File: src/rtl/icetap_scan_stream.sv
// icetap_scan_stream
//   Serial scan-out of a status vector and of recorded sample words.
//
//   Status path: a CHUNK_BITS shift register walks the (zero-padded) status
//   vector chunk by chunk, LSB first. Chunks come either from the live
//   status_vec at their load cycle, or from a copy latched at the update
//   (STATUS_SNAPSHOT=1).
//
//   Data path: an IDLE/FILL/RUN FSM requests sample words one at a time from
//   an external memory, parks each returned word in a one-word hold register
//   and streams it out of a NR_SIGNALS shift register, LSB first.
//
// Ports
//   scan_clk, scan_reset_                 clock (rising edge), async active-low reset
//   status_shift_update/_ena, status_vec  status scan control and source
//   status_shift_data                     serial status out
//   data_shift_update/_ena                data scan control
//   data_shift_data                       serial sample data out
//   read_req_first, read_req_next         one-cycle memory request pulses
//   read_valid, read_data                 memory return
//   data_underrun                         sticky: shifted with no word loaded
//   data_done                             RECORD_DEPTH words shifted out
//   word_cnt                              words fully shifted since update
module icetap_scan_stream #(
  parameter int NR_SIGNALS      = 16,
  parameter int RECORD_DEPTH    = 256,
  parameter int STATUS_BITS     = 64,
  parameter int CHUNK_BITS      = 8,
  parameter int STATUS_SNAPSHOT = 0,
  localparam int RAM_ADDR_BITS  = $clog2(RECORD_DEPTH)
) (
  input  logic                     scan_clk,
  input  logic                     scan_reset_,
  input  logic                     status_shift_update,
  input  logic                     status_shift_ena,
  input  logic [STATUS_BITS-1:0]   status_vec,
  output logic                     status_shift_data,
  input  logic                     data_shift_update,
  input  logic                     data_shift_ena,
  output logic                     data_shift_data,
  output logic                     read_req_first,
  output logic                     read_req_next,
  input  logic                     read_valid,
  input  logic [NR_SIGNALS-1:0]    read_data,
  output logic                     data_underrun,
  output logic                     data_done,
  output logic [RAM_ADDR_BITS:0]   word_cnt
);

  // ---------------------------------------------------------------------
  // Status scan
  // ---------------------------------------------------------------------
  localparam int NCHUNKS = (STATUS_BITS + CHUNK_BITS - 1) / CHUNK_BITS;
  localparam int PADW    = NCHUNKS * CHUNK_BITS;
  localparam int CHW     = (CHUNK_BITS > 1) ? $clog2(CHUNK_BITS) : 1;
  localparam int CIW     = (NCHUNKS > 1) ? $clog2(NCHUNKS) : 1;

  logic [CHUNK_BITS-1:0] st_sr_q;
  logic [CHW-1:0]        st_bit_q;
  logic [CIW-1:0]        st_chunk_q;
  logic                  st_active_q;
  logic [PADW-1:0]       st_snap_q;

  logic [PADW-1:0]       live_pad;
  logic [PADW-1:0]       src_pad;
  logic [PADW-1:0]       src_shift;
  logic [CHUNK_BITS-1:0] next_chunk;

  always_comb begin
    live_pad   = PADW'(status_vec);
    src_pad    = (STATUS_SNAPSHOT != 0) ? st_snap_q : live_pad;
    // Shift rather than index so the unused "chunk after the last" case
    // never produces an out-of-range part select.
    src_shift  = src_pad >> (CHUNK_BITS * (int'(st_chunk_q) + 1));
    next_chunk = src_shift[CHUNK_BITS-1:0];
  end

  always_ff @(posedge scan_clk or negedge scan_reset_) begin
    if (!scan_reset_) begin
      st_sr_q     <= '0;
      st_bit_q    <= '0;
      st_chunk_q  <= '0;
      st_active_q <= 1'b0;
      st_snap_q   <= '0;
    end else if (status_shift_update) begin
      // Chunk 0 always comes from the live vector; in snapshot mode that is
      // the very value being latched this cycle.
      st_sr_q     <= live_pad[CHUNK_BITS-1:0];
      st_bit_q    <= '0;
      st_chunk_q  <= '0;
      st_active_q <= 1'b1;
      if (STATUS_SNAPSHOT != 0) st_snap_q <= live_pad;
    end else if (status_shift_ena && st_active_q) begin
      if (st_bit_q == CHW'(CHUNK_BITS - 1)) begin
        st_bit_q <= '0;
        if (st_chunk_q == CIW'(NCHUNKS - 1)) begin
          st_active_q <= 1'b0;
          st_sr_q     <= '0;
        end else begin
          st_chunk_q <= st_chunk_q + 1'b1;
          st_sr_q    <= next_chunk;
        end
      end else begin
        st_sr_q  <= st_sr_q >> 1;
        st_bit_q <= st_bit_q + 1'b1;
      end
    end
  end

  assign status_shift_data = st_sr_q[0];

  // ---------------------------------------------------------------------
  // Data scan
  // ---------------------------------------------------------------------
  localparam int CW  = RAM_ADDR_BITS + 1;
  localparam int BCW = (NR_SIGNALS > 1) ? $clog2(NR_SIGNALS) : 1;
  localparam logic [CW-1:0] DEPTH_C = CW'(RECORD_DEPTH);

  typedef enum logic [1:0] {S_IDLE, S_FILL, S_RUN} dstate_e;

  dstate_e               state_q;
  logic [NR_SIGNALS-1:0] shreg_q;
  logic                  sh_valid_q;
  logic [BCW-1:0]        bit_cnt_q;
  logic [NR_SIGNALS-1:0] hold_q;
  logic                  hold_valid_q;
  logic                  outstanding_q;
  logic [CW-1:0]         req_cnt_q;
  logic [CW-1:0]         word_cnt_q;
  logic                  underrun_q;
  logic                  done_q;
  logic                  req_first_q;
  logic                  req_next_q;

  logic shift_go;
  logic last_bit;
  logic do_load;
  logic underrun_evt;

  always_comb begin
    last_bit     = (bit_cnt_q == BCW'(NR_SIGNALS - 1));
    shift_go     = (state_q == S_RUN) && data_shift_ena && sh_valid_q;
    // Load when the shift register is empty, or back-to-back on the last bit.
    do_load      = (state_q != S_IDLE) && hold_valid_q && !done_q &&
                   (!sh_valid_q || (shift_go && last_bit));
    underrun_evt = (state_q == S_RUN) && data_shift_ena && !sh_valid_q && !done_q;
  end

  always_ff @(posedge scan_clk or negedge scan_reset_) begin
    if (!scan_reset_) begin
      state_q       <= S_IDLE;
      shreg_q       <= '0;
      sh_valid_q    <= 1'b0;
      bit_cnt_q     <= '0;
      hold_q        <= '0;
      hold_valid_q  <= 1'b0;
      outstanding_q <= 1'b0;
      req_cnt_q     <= '0;
      word_cnt_q    <= '0;
      underrun_q    <= 1'b0;
      done_q        <= 1'b0;
      req_first_q   <= 1'b0;
      req_next_q    <= 1'b0;
    end else if (data_shift_update) begin
      // The first request is counted and marked outstanding here so that it
      // is live during the read_req_first pulse cycle.
      state_q       <= S_FILL;
      shreg_q       <= '0;
      sh_valid_q    <= 1'b0;
      bit_cnt_q     <= '0;
      hold_q        <= '0;
      hold_valid_q  <= 1'b0;
      outstanding_q <= 1'b1;
      req_cnt_q     <= CW'(1);
      word_cnt_q    <= '0;
      underrun_q    <= 1'b0;
      done_q        <= 1'b0;
      req_first_q   <= 1'b1;
      req_next_q    <= 1'b0;
    end else begin
      req_first_q <= 1'b0;
      req_next_q  <= 1'b0;

      if (read_valid && outstanding_q) begin
        hold_q        <= read_data;
        hold_valid_q  <= 1'b1;
        outstanding_q <= 1'b0;
      end

      if (underrun_evt) underrun_q <= 1'b1;

      if (shift_go) begin
        if (last_bit) begin
          shreg_q    <= '0;
          sh_valid_q <= 1'b0;
          bit_cnt_q  <= '0;
          if (word_cnt_q != DEPTH_C) word_cnt_q <= word_cnt_q + 1'b1;
          if (word_cnt_q == DEPTH_C - 1'b1) done_q <= 1'b1;
        end else begin
          shreg_q   <= shreg_q >> 1;
          bit_cnt_q <= bit_cnt_q + 1'b1;
        end
      end

      // Placed after the shift so a same-cycle load overrides the clear.
      if (do_load) begin
        shreg_q      <= hold_q;
        sh_valid_q   <= 1'b1;
        bit_cnt_q    <= '0;
        hold_valid_q <= 1'b0;
        state_q      <= S_RUN;
        if (req_cnt_q < DEPTH_C) begin
          req_next_q    <= 1'b1;
          outstanding_q <= 1'b1;
          req_cnt_q     <= req_cnt_q + 1'b1;
        end
      end
    end
  end

  assign data_shift_data = shreg_q[0];
  assign read_req_first  = req_first_q;
  assign read_req_next   = req_next_q;
  assign data_underrun   = underrun_q;
  assign data_done       = done_q;
  assign word_cnt        = word_cnt_q;

endmodule

File: config.mk
export PLATFORM = sky130hd
export DESIGN_NAME = icetap_scan_stream
export DESIGN_NICKNAME = d
export VERILOG_FILES = /design/src/rtl/icetap_scan_stream.sv
export SDC_FILE = /design/constraint.sdc
export NUM_CORES = 1
export LEC_CHECK = 0
export ABC_CLOCK_PERIOD_IN_PS = 2000
export BUFFER_PORTS_ARGS = -buffer_cell sky130_fd_sc_hd__buf_2
export CORE_ASPECT_RATIO = 0.8
export CORE_MARGIN = 1
export CORE_UTILIZATION = 50
export DETAILED_ROUTE_END_ITERATION = 16
export PLACE_DENSITY = 0.75
export REMOVE_ABC_BUFFERS = 1
export SYNTH_ARGS = -nofsm -noshare
export SYNTH_HDL_FRONTEND = slang
export SYNTH_SLANG_ARGS = --single-unit
File: constraint.sdc
create_clock -name scan_clk -period 2 [get_ports scan_clk]
set_input_delay 0.1 -clock scan_clk [delete_from_list [all_inputs] [get_ports scan_clk]]
set_output_delay 0.1 -clock scan_clk [all_outputs]
set_load 0.005 [all_outputs]
==> results of run 1 <==
## stage by stage
step | std cells | area, um2 | setup TNS [ps]
global placement | 635 | 4890 | 0
floorplan | 409 | 4090 | -928
global route | 667 | 5230 | 0
detailed placement | 635 | 4890 | 0
CTS | 667 | 5230 | 0
finish | 667 | 5230 | 0
## cells in the final DEF (no fill, tap or decap), drive strengths merged, types with 11 or more instances in the layout
cell type / n
nor2: 42
nand2: 53
a21oi: 48
inv: 13
mux2i: 11
and4: 15
nand3: 12
buf: 118
dlygate4sd3: 18
o211ai: 24
dfrtp: 78
a22oi: 22
clkbuf: 12
## cells by family (layout without fill, tap and decap cells)
| logic type | after synthesis | after routing | share of synthesized area (%) |
|---|---|---|---|
| AO/OA/AOI/OAI | 120 | 120 | 18.7 |
| XOR/XNOR | 8 | 8 | 1.66 |
| adder cells (fa/ha/maj) | 9 | 9 | 2.67 |
| multiplexers | 19 | 19 | 6.88 |
| flip-flops | 78 | 78 | 46.3 |
| AND/OR/NAND/NOR | 162 | 162 | 19.7 |
| buffers and inverters | 43 | 163 | 4.09 |
## repair_timing
action	in CTS	in global routing
hold endpoints to repair	42	0
hold buffers	18	0
resized for setup	0	0
## sequential cells by signal (all words and copies together) (netlist names)
| signal | cells |
|---|---|
| st_active_q | 1 |
| word_cnt | 9 |
| read_req_next | 1 |
| st_sr_q | 8 |
| state_q | 2 |
| data_underrun | 1 |
| read_req_first | 1 |
| st_bit_q | 3 |
| data_done | 1 |
| sh_valid_q | 1 |
| outstanding_q | 1 |
| hold_q | 16 |
| shreg_q | 16 |
| bit_cnt_q | 4 |
| hold_valid_q | 1 |
| req_cnt_q | 9 |
| st_chunk_q | 3 |
## layout make-up
type                    count  area share (%)
clock buffers              12            2.78
clock inverters             2           0.192
inverters                  13           0.934
multi-input cells         318            40.1
flip-flops and latches     78            37.4
well taps                 108            2.59
repair buffers            136            16.1
## final timing paths
check / from / endpoint / cells past startpoint
max reg2reg: bit_cnt_q[0] / req_cnt_q[5] / 6
min reg2reg: hold_q[15] / shreg_q[15] / 1
min: read_valid / outstanding_q / 3
max: bit_cnt_q[0] / req_cnt_q[5] / 6
min in group asynchronous: scan_reset_ / req_cnt_q[3] / 2
max in group asynchronous: scan_reset_ / st_active_q / 3
## layer usage
layer	vias to the layer above	routed length, um
met1	1814	4650
met5	-	0
met3	12	463
met2	110	4640
met4	0	116
li1	1850	-
## power groups by stage
| stage | Clock, mW | Combinational, mW | Sequential, mW |
|---|---|---|---|
| 2_1_floorplan | 0 | 0.258 | 1.78 |
| 3_3_place_gp | 0 | 0.479 | 1.79 |
| 3_5_place_dp | 0 | 0.496 | 1.80 |
| 4_1_cts | 1.04 | 0.523 | 1.77 |
| 5_1_grt | 1.10 | 0.587 | 1.78 |
| 6_report | 1.01 | 0.519 | 1.77 |
## worst reg2reg max path: stages, from the launching register on
cell and delay (ps):
dfrtp_1 400, ha_1 190, and3_1 210, a21boi_1 80, buf_4 180, or4_1 510, a21oi_1 160
==> qor.csv, run 1 <==
metric,value,unit
status,finished clean,
clk_pin_slew,80,ps
ys.warnings.count,0,
drive_above_1_share,25.6,%
std_cell_rows,29,
crit_buf_inv,1,
finalPower,3.30,mW
p_int,2.40,mW
grt_start_max_net_pins,54,
dp_slack,227,ps
cpPeakStageDelay,510,ps
final_nets,652,
multi_input_area,2090,um2
met1_usage,32.6,%
grtUsageMet2,37.5,%
final-setup-viol-count,0,
worst-setup-path-type,reg -> reg,
cts-root-buf,clkbuf_8,
netSwitchingPower,0.897,mW
critPathTopFamily,simple AND/OR/NAND/NOR gates,
final_util,64.9,%
netlist_area,4220,um2
synth_top_area_cell,dfrtp_1,
fillers,700,
worstPathArrival,2080,ps
skew,7.82,ps
pwr-share-seq,53.6,%
leakage,2.30,nW
ys.flop_type,dfrtp_1,
async_flop_share,100,%
power_density,631,nW/um2
hold_path.class,in -> reg,
avgSynthCellArea,9.61,um2
place_hpwl,6910,um
fmax,556,MHz
path_max_fanout,16,
areaGrowthSynthToFinish,23.9,%
min_period,1800,ps
antenna_found_initial,0,
relSlewSlack,56.8,%
clk_latency,360,ps
grt_pass1_vias,3634,
yosysMostFrequentCell,dfrtp_1,
syn_inst,439,
clk_path_buf_depth,2,
finalHoldViolations,0,
clock-sinks,78,
fin_ws,203,ps
synth_area_leaders,"dfrtp_1, a21oi_1, nand2_1",
synth_edf_count,0,
cts_max_level,3,
place.gp.congestion,0.841,
path_cells,"ha_1, and3_1, a21boi_1, buf_4, or4_1, a21oi_1",
crit_required,2290,ps
wire_per_inst,14.8,um
ant_nets,0,
cp_slowest_cell,or4_1,
synthTopCellsByCount,"dfrtp_1, nand2_1, a21oi_1",
reg2reg_slack,200,ps
ys_ff_latch,78,
synth_cell_type_count,47,
n_antenna_cell,0,
synth_seq_area_share,46.3,%
cts_tree,yes,
avgViaCountPerCell,5.68,
io_buffers,101,
rsz0062_at_grt,false,
period_share,89.9,%
worstSetupEndpointType,flip-flop,
drt_iter0_markers,211,
swShare,27.2,%
core,8060,um2
cts_buffers,9,
clkPwrFrac,30.6,%
regArea,1950,um2
grt_pass1_wl,16700,um
vias,3786,
met3_usage,5.59,%
grt.busiest_layer,met2,
maxCapViolCount,0,
p_comb_share,15.7,%
dr.pass1.iters,5,
io_pins,102,
maxSlewViolCount,0,
fp.dieW,105,um
post-cts-setup-buffer-count,0,
yosysTopAreaCellShare,46.3,%
die_area,8810,um2
worst_pin_slew,648,ps
drc,0,
overflow,0,
initial_utilization,52.4,%
start_kind,flip-flop,
hold_slack,35.4,ps
drt-total-wl,9870,um
vdd_drop_max,0.508,mV
gr-usage-all-layers,23.5,%
die_y,84.2,um
Power figures use the tool's default switching activity.
==> run 2: changes to the inputs <==
HOLD_SLACK_MARGIN = 0.12   (was default)
SETUP_SLACK_MARGIN = 0.5   (was default)
==> run 2 against run 1 <==
  * Worst hold slack improved by 140 ps
  * Total power rose by 8.0%
  * First-iteration DRC count rose by 68%
  * Combinational power up 43%
  * Critical path depth decreased by 1
  * Sequential share of layout area decreased by 5.6 points
  * Critical endpoint is now req_cnt_q[7]
  * Largest cell class unchanged
  * Highest routed layer unchanged
==> qor.csv, run 2 (synthesized netlist as in run 1, its figures left out) <==
metric,value,unit,change
cp_slowest_cell,or4_1,,unchanged
core,8060,um2,unchanged
place_hpwl,6910,um,unchanged
maxCapViolCount,0,,unchanged
path_max_fanout,4,,was 16
std_cell_rows,29,,unchanged
ant_nets,0,,unchanged
cts-root-buf,clkbuf_8,,unchanged
worst_pin_slew,666,ps,was 648 ps
areaGrowthSynthToFinish,46.1,%,was 23.9%
worst-setup-path-type,reg -> reg,,unchanged
grt_start_max_net_pins,54,,unchanged
dr.pass1.iters,5,,unchanged
antenna_found_initial,0,,unchanged
grt_pass1_wl,19300,um,"was 16,700 um"
clock-sinks,78,,unchanged
cts_tree,yes,,unchanged
wire_per_inst,17.7,um,was 14.8 um
clk_latency,360,ps,about the same
relSlewSlack,55.6,%,was 56.8%
layoutNonFillerInstCount,718,,was 667
final_common_cell,buf_2,,unchanged
fin_ws,262,ps,was 203 ps
cts_buffers,9,,unchanged
cpPeakStageDelay,500,ps,was 510 ps
die_y,84.2,um,unchanged
n_antenna_cell,0,,unchanged
min_period,1740,ps,was 1800 ps
io_buffers,101,,unchanged
status,finished clean,,unchanged
clk_pin_slew,80,ps,about the same
drt_iter0_markers,355,,was 211
fillers,555,,was 700
die_area,8810,um2,unchanged
dp_slack,227,ps,unchanged
hold_path.class,in -> reg,,unchanged
cts_max_level,3,,unchanged
grt_pass1_vias,4067,,"was 3,634"
path_cells,"buf_4, o21ai_2, or3_4, or4_1, a21oi_2",,"was ha_1, and3_1, a21boi_1, buf_4, or4_1, a21oi_1"
fmax,575,MHz,was 556 MHz
worstSetupEndpointType,flip-flop,,unchanged
worstPathArrival,2040,ps,was 2080 ps
period_share,86.9,%,was 89.9%
crit_required,2300,ps,was 2290 ps
vdd_drop_max,0.461,mV,was 0.508 mV
clk_path_buf_depth,2,,unchanged
final_nets,703,,was 652
drc,0,,unchanged
start_kind,flip-flop,,unchanged
reg_top3,"hold_q: 16 flops, shreg_q: 16 flops",,unchanged
leakage,2.67,nW,was 2.30 nW
drt-total-wl,12700,um,was 9870 um
io_pins,102,,unchanged
finalHoldViolations,0,,unchanged
place.gp.congestion,0.841,,unchanged
dpl.cell_count,635,,unchanged
drive_above_1_share,40.3,%,was 25.6%
rsz0062_at_grt,true,,was false
overflow,0,,unchanged
final_cell_mix,"buf_2, dfrtp_1, nand2_1",,unchanged
power_density,578,nW/um2,was 631 nW/um2
gr-usage-all-layers,27.6,%,was 23.5%
vias,4312,,"was 3,786"
avgViaCountPerCell,6.01,,was 5.68
fp.dieW,105,um,unchanged
skew,8.55,ps,was 7.82 ps
final-setup-viol-count,0,,unchanged
initial_utilization,52.4,%,unchanged
maxSlewViolCount,0,,unchanged
-- run 2: changes by cell type in the layout (fill, tap and decap cells not counted), moves of 6 or more --
cell	delta
buf_4	+24
dlygate4sd3_1	+12
a22oi_1	-11
a22oi_2	+11
nor2_1	-10
nor2_2	+7
buf_6	+6
ha_1	-6
nor4_1	-6
-- run 2: area by class of cell --
class,instances,area (um2),share of cell area [%]
timing repair buffer,186,1370,22.3
sequential,78,1960,31.7
tap,108,135,2.19
multi-input combinational,319,2490,40.5
clock inverter,2,10.0,0.162
clock buffer,12,145,2.35
inverter,13,48.8,0.792
-- run 2: final timing paths --
kind / startpoint / to / slack, ps / cells after the start
hold / removal: status_vec[54] / st_sr_q[6] / 180 / 5
setup reg to reg: state_q[0] / req_cnt_q[7] / 260 / 5
setup / recovery: state_q[0] / req_cnt_q[7] / 260 / 5
min in group asynchronous: scan_reset_ / req_cnt_q[3] / 200 / 2
hold reg to reg: req_cnt_q[8] / read_req_next / 510 / 1
max in group asynchronous: scan_reset_ / st_chunk_q[0] / 1190 / 3
-- run 2: where the power goes --
part	internal (mW)	total [mW]	switching (mW)	leakage, nW
Clock	0.468	1.02	0.553	0.0821
Sequential	1.70	1.80	0.0997	1.01
Combinational	0.371	0.743	0.373	1.58
Total	2.53	3.56	1.03	2.67
-- run 2: metrics by stage --
step | total power, mW | setup TNS [ps] | utilization [%] | hold WS, ps | instance area [um2]
2_1_floorplan | 2.04 | -928 | - | -196 | 4090
3_3_place_gp | 2.27 | 0 | 60.7 | 33.6 | 4890
3_5_place_dp | 2.29 | 0 | 60.7 | 38.6 | 4890
4_1_cts | 3.48 | 0 | 72.9 | 173 | 5870
5_1_grt | 3.72 | 0 | 76.5 | 205 | 6160
6_report | 3.56 | 0 | 76.5 | 178 | 6160
-- run 2: critical path: cells and delay by family (launching register included) --
kind / cells / cell delay (ps)
and+or+nand+nor: 2 / 900
DFF: 1 / 410
AOI/OAI and AO/OA: 2 / 220
buffers and inverters: 1 / 140
-- run 2: repair_timing --
item                       4_1_cts  5_1_grt
hold endpoints to repair       109        0
hold buffers                    30        0
gates resized for setup         61       37
buffers inserted                20       13
pin swaps                       49        8
setup endpoints to repair       52       53
gates cloned                     5        1
-- run 2: layer usage --
| metal | track usage, % | vias up | share of wire, % | wire length [um] |
|---|---|---|---|---|
| met5 | 0 | - | 0 | 0 |
| li1 | - | 1956 | - | - |
| met1 | 36.7 | 2110 | 42 | 5350 |
| met3 | 5.67 | 45 | 5.4 | 694 |
| met2 | 45.0 | 201 | 50 | 6330 |
| met4 | 10.4 | 0 | 2.8 | 363 |
